File: src/rtl/reg_fifo.sv
// Register-based synchronous FIFO with handshakes, occupancy count and one-cycle
// overflow/underflow pulses. Explicit pointer wrap supports non-power-of-two DEPTH.
module reg_fifo #(
  parameter int unsigned WIDTH = 8,
  parameter int unsigned DEPTH = 4,
  parameter int unsigned CW    = $clog2(DEPTH + 1)
) (
  input  logic             clk,
  input  logic             reset,
  input  logic             wr_en,
  input  logic [WIDTH-1:0] din,
  input  logic             rd_en,
  output logic [WIDTH-1:0] dout,
  output logic             dout_valid,
  output logic             full,
  output logic             empty,
  output logic [CW-1:0]    count,
  output logic             overflow,
  output logic             underflow
);

  localparam int unsigned PW = (DEPTH > 1) ? $clog2(DEPTH) : 1;

  logic [WIDTH-1:0] mem_q [DEPTH];
  logic [PW-1:0]    wp_q, wp_d;
  logic [PW-1:0]    rp_q, rp_d;
  logic [CW-1:0]    cnt_q, cnt_d;
  logic [WIDTH-1:0] dout_q;
  logic             dout_valid_q;
  logic             overflow_q;
  logic             underflow_q;
  logic             wr_acc;
  logic             rd_acc;

  assign full      = (cnt_q == CW'(DEPTH));
  assign empty     = (cnt_q == '0);
  assign count     = cnt_q;
  assign dout      = dout_q;
  assign dout_valid = dout_valid_q;
  assign overflow  = overflow_q;
  assign underflow = underflow_q;

  // Acceptance uses flags as seen before the edge, so a full FIFO never passes through.
  always_comb begin
    wr_acc = wr_en && !full;
    rd_acc = rd_en && !empty;

    wp_d = wp_q;
    if (wr_acc) begin
      wp_d = (wp_q == PW'(DEPTH - 1)) ? '0 : wp_q + PW'(1);
    end

    rp_d = rp_q;
    if (rd_acc) begin
      rp_d = (rp_q == PW'(DEPTH - 1)) ? '0 : rp_q + PW'(1);
    end

    cnt_d = cnt_q;
    unique case ({wr_acc, rd_acc})
      2'b10:   cnt_d = cnt_q + CW'(1);
      2'b01:   cnt_d = cnt_q - CW'(1);
      default: cnt_d = cnt_q;
    endcase
  end

  always_ff @(posedge clk or negedge reset) begin
    if (!reset) begin
      for (int i = 0; i < DEPTH; i++) begin
        mem_q[i] <= '0;
      end
    end else if (wr_acc) begin
      mem_q[wp_q] <= din;
    end
  end

  always_ff @(posedge clk or negedge reset) begin
    if (!reset) begin
      wp_q         <= '0;
      rp_q         <= '0;
      cnt_q        <= '0;
      dout_q       <= '0;
      dout_valid_q <= 1'b0;
      overflow_q   <= 1'b0;
      underflow_q  <= 1'b0;
    end else begin
      wp_q         <= wp_d;
      rp_q         <= rp_d;
      cnt_q        <= cnt_d;
      dout_valid_q <= rd_acc;
      overflow_q   <= wr_en && full;
      underflow_q  <= rd_en && empty;
      if (rd_acc) begin
        dout_q <= mem_q[rp_q];
      end
    end
  end

endmodule

File: config.mk
export PLATFORM = sky130hd
export DESIGN_NAME = reg_fifo
export DESIGN_NICKNAME = d
export VERILOG_FILES = /design/src/rtl/reg_fifo.sv
export SDC_FILE = /design/constraint.sdc
export NUM_CORES = 1
export LEC_CHECK = 0
export ABC_AREA = 1
export CELL_PAD_IN_SITES_DETAIL_PLACEMENT = 0
export CELL_PAD_IN_SITES_GLOBAL_PLACEMENT = 1
export CORE_ASPECT_RATIO = 0.9
export CORE_MARGIN = 10
export CORE_UTILIZATION = 43
export CTS_BUF_LIST = sky130_fd_sc_hd__clkbuf_4 sky130_fd_sc_hd__clkbuf_8
export CTS_CLUSTER_SIZE = 20
export DETAILED_ROUTE_END_ITERATION = 10
export PLACE_DENSITY = 0.89
export SETUP_SLACK_MARGIN = 0.2
export SYNTH_ARGS = -nofsm -noshare
export SYNTH_HDL_FRONTEND = slang
export SYNTH_SLANG_ARGS = --single-unit
File: constraint.sdc
create_clock -name clk -period 2 [get_ports clk]
set_input_delay 0.4 -clock clk [delete_from_list [all_inputs] [get_ports clk]]
set_output_delay 0.4 -clock clk [all_outputs]
set_load 0.02 [all_outputs]
==> results_tabular.tex <==
\begin{tabular}{lr}
\hline
Metric & Value \\
\hline
\multicolumn{2}{l}{\textbf{Die}} \\
CORE AREA & 5760 µm² \\
DIE AREA & 9510 µm² \\
IO Pins & 28 \\
Horizontal die dimension & 102 µm \\
Starting density of the core & 0.449 \\
DIE HEIGHT & 93.5 µm \\
Row count & 26 \\
\multicolumn{2}{l}{\textbf{Logic synthesis}} \\
Combinational family with the most area after synthesis & simple AND/OR/NAND/NOR gates \\
Compound-cell area share of the yosys netlist & 0.00581 \\
Synth Area in Simple Gates & 0.349 \\
Post-Synthesis Net Count & 345 \\
Leading cell types by total area after synthesis & sky130\_fd\_sc\_hd\_\_dfrtp\_1 (48\%), sky130\_fd\_sc\_hd\_\_nand2\_1 (20\%), sky130\_fd\_sc\_hd\_\_nand4\_1 (7.7\%) \\
Synth Area in Adders & 0.0368 \\
Mapped Area & 2580 µm² \\
Instance count of the mapped netlist & 326 \\
Synth unique cells & 21 \\
Count of synthesis-stage warnings from yosys & 0 \\
Sequential share of the synthesized area & 0.484 \\
Area leader, netlist & sky130\_fd\_sc\_hd\_\_dfrtp\_1 \\
Synthesis-stage register bit count & 50 \\
Xor/xnor share of the synthesized area & 0.00678 \\
Share of the synthesized area in the top cell type & 0.484 \\
Mean post-synth cell area & 7.93 µm² \\
Mux share of post-synthesis cell area & 0 \\
\multicolumn{2}{l}{\textbf{Detailed routing}} \\
Number of violations reported at the end of detailed-routing iteration 0 & 95 \\
WL per Instance & 13.5 µm \\
Wire length on met3 & 319 µm \\
Max Used Layer & met4 \\
Wire length after detailed routing & 5.74 mm \\
Antenna violation net count after detailed routing & 0 \\
Met1 WL & 2.93 mm \\
Drt first pass iters & 4 \\
Met2 routed WL & 2.41 mm \\
Via density per instance & 4.87 \\
Drt drc & 0 \\
Overall via count from detail\_route & 2063 \\
\multicolumn{2}{l}{\textbf{Global route}} \\
GRT overflow & 0 \\
Number of global-route vias before repair & 2061 \\
Global-route wire length before repair & 10.1 mm \\
Total Routing Usage GR & 0.132 \\
Pin count of the biggest net entering global routing & 39 \\
Antenna violations before repair & 0 \\
\multicolumn{2}{l}{\textbf{STA}} \\
Final worst setup slack & 268 ps \\
Setup repair after global routing missed its margin & yes \\
Setup Skew & 9.42 ps \\
Achievable frequency & 0.578 GHz \\
Final setup viols & 0 \\
Final setup TNS & 0 ps \\
Max-Slew Margin vs Limit & 0.585 \\
Number of failing hold endpoints at the final stage & 0 \\
Final max-slew violation count & 0 \\
Share of the clock period used by the worst path & 0.866 \\
Post-route minimum period & 1730 ps \\
Worst Max-Slew Pin Slew & 623 ps \\
\multicolumn{2}{l}{\textbf{Setup path}} \\
Crit path buf inv count & 1 \\
Nature of the critical path startpoint & flip-flop \\
CP endpoint & count[2] \\
Data arrival time of the critical path & 1330 ps \\
Max incr delay on CP & 620 ps \\
Slowest cell on the critical path & sky130\_fd\_sc\_hd\_\_clkdlybuf4s50\_1 \\
Setup slack on the worst flop-to-flop path & 280 ps \\
Endpoint required time on the critical path & 1600 ps \\
Count of cells along the worst register-to-register path & 9 \\
Start of the worst register-to-register path & count[0] \\
First element of the critical path & count[2] \\
Critical path capture point type & primary output \\
End of the worst register-to-register path & count[2] \\
Dominant delay contributor by cell family on the critical path & buffers and inverters \\
Worst Path Max Fanout & 3 \\
Critical setup path kind & flip-flop to primary output \\
Critical Path, Cell by Cell & clkdlybuf4s50\_1 \\
Depth of the critical timing path with buffers and inverters included & 1 \\
\multicolumn{2}{l}{\textbf{Finish}} \\
Layout overhead on the synthesized area & 17.2\% \\
Ant. Diodes & 0 \\
Number of nets in the layout & 372 \\
Non-filler cells in the finished layout & 424 \\
Area of all placed cells without fillers & 3030 µm² \\
Fraction of layout instances using a drive strength above 1 & 0.116 \\
Filler cell count & 583 \\
\multicolumn{2}{l}{\textbf{Run}} \\
\# Max-Cap Violations & 0 \\
\multicolumn{2}{l}{\textbf{Place}} \\
Cell area after placement & 2900 µm² \\
Placement-stage worst setup slack & -22.5 ps \\
Placed Instances & 414 \\
Global placer's final weighted congestion & 0.819 \\
Half-perimeter wire length after detailed placement & 4.22 mm \\
Port buffer count & 27 \\
\multicolumn{2}{l}{\textbf{CTS}} \\
Clock tree sinks & 50 \\
Clock buffers created by TritonCTS & 5 \\
Root Buffer Master & sky130\_fd\_sc\_hd\_\_clkbuf\_8 \\
CTS clock-pin slew for the worst setup and hold paths & 90 ps \\
CTS Buffer Depth & 2 \\
Clock tree from TritonCTS & built \\
Worst-Skew Late Latency & 310 ps \\
Deepest level of the CTS H-tree & 2 \\
Post-CTS Hold Buffers & 0 \\
\multicolumn{2}{l}{\textbf{Power and ir drop}} \\
Total power per unit cell area & 1560 nW/µm² \\
Static leakage & 1.63 nW \\
Worst ir drop on vdd & 661 µV \\
Sum of internal, switching and leakage power & 4.72 mW \\
\multicolumn{2}{l}{\textbf{Outcome}} \\
Run status & finished, final reports clean \\
\multicolumn{2}{l}{\textbf{Hold path}} \\
Classification of the worst-slack hold path & input port to asynchronous set/reset pin \\
\hline
\end{tabular}
==> cells in the mapped netlist <==
library cell	instances
sky130_fd_sc_hd__nand2_1	138
sky130_fd_sc_hd__dfrtp_1	50
sky130_fd_sc_hd__inv_1	42
sky130_fd_sc_hd__nand4_1	32
sky130_fd_sc_hd__nand3_1	21
sky130_fd_sc_hd__buf_2	9
sky130_fd_sc_hd__ha_1	6
sky130_fd_sc_hd__inv_2	5
sky130_fd_sc_hd__buf_6	4
sky130_fd_sc_hd__buf_4	3
sky130_fd_sc_hd__nand2_2	2
sky130_fd_sc_hd__nand3_4	2
sky130_fd_sc_hd__nor2_1	2
sky130_fd_sc_hd__o21ai_1	2
sky130_fd_sc_hd__or2_2	2
sky130_fd_sc_hd__buf_8	1
sky130_fd_sc_hd__fa_1	1
sky130_fd_sc_hd__nand3_2	1
sky130_fd_sc_hd__o21ai_0	1
sky130_fd_sc_hd__xnor2_1	1
sky130_fd_sc_hd__xor2_1	1
==> metal layers <==
metal	global-route usage	up-vias
li1	-	1073
met1	0.177	950
met2	0.198	32
met3	0.0375	8
met4	0.0464	0
met5	0	-
==> stage by stage <==
| stage | hold slack (ps) | util |
|---|---|---|
| 4_1_cts | 68.8 | 0.519 |
| 5_1_grt | 84.9 | 0.526 |
| 3_5_place_dp | 404 | 0.504 |
| 3_3_place_gp | 402 | 0.504 |
| 6_report | 52.7 | 0.526 |
| 2_1_floorplan | 104 | - |
==> worst min path at each step <==
stage / endpoint / startpoint / slack [ps] / cells after the start
finish: mem_q[6] / reset / 50 / 1
global route: mem_q[6] / reset / 80 / 1
detailed placement: count[1] / reset / 400 / 1
CTS: underflow / reset / 70 / 1
floorplan: count[0] / reset / 100 / 0
global placement: count[1] / reset / 400 / 1
==> timing repair <==
action	in CTS	in global routing
endpoints found under the setup margin	2	4
gates resized for setup	2	10
setup buffers	0	2
pin swaps	0	7
==> logic make-up after synthesis <==
family | after synthesis
AND/OR/NAND/NOR | 200
AO/OA/AOI/OAI | 3
flip-flops | 50
adder cells (fa/ha/maj) | 7
XOR/XNOR | 2
buffers and inverters | 64
==> cells in the final DEF, fill, tap and decap left out, types with 4 or more instances in the layout <==
| cell | count |
|---|---|
| sky130_fd_sc_hd__nand3_1 | 20 |
| sky130_fd_sc_hd__inv_2 | 4 |
| sky130_fd_sc_hd__clkdlybuf4s50_1 | 24 |
| sky130_fd_sc_hd__inv_1 | 40 |
| sky130_fd_sc_hd__nand2_1 | 136 |
| sky130_fd_sc_hd__buf_4 | 9 |
| sky130_fd_sc_hd__nand4_1 | 32 |
| sky130_fd_sc_hd__dfrtp_1 | 47 |
| sky130_fd_sc_hd__ha_1 | 5 |
| sky130_fd_sc_hd__clkbuf_8 | 5 |
==> power by group <==
group	switching [mW]	total (mW)	leakage [nW]	internal [mW]
Combinational	1.36	2.29	0.962	0.930
Sequential	0.351	1.82	0.624	1.47
Clock	0.345	0.606	0.0486	0.261
Total	2.05	4.72	1.63	2.66
==> sequential cells by signal, indices dropped and copies added (netlist names) <==
name,count
dout_valid,1
overflow,1
dout,8
count,3
wp_q,2
rp_q,2
underflow,1
mem_q,32
==> layout make-up <==
type	count	area, µm²	share of cell area
sequential	50	1250	0.414
multi-input combinational	212	1060	0.350
timing repair buffer	37	353	0.117
inverter	47	184	0.0607
tap	70	87.6	0.0289
clock buffer	6	76.3	0.0252
clock inverter	2	13.8	0.00455
Note: power is estimated with default switching activity, not from simulation.
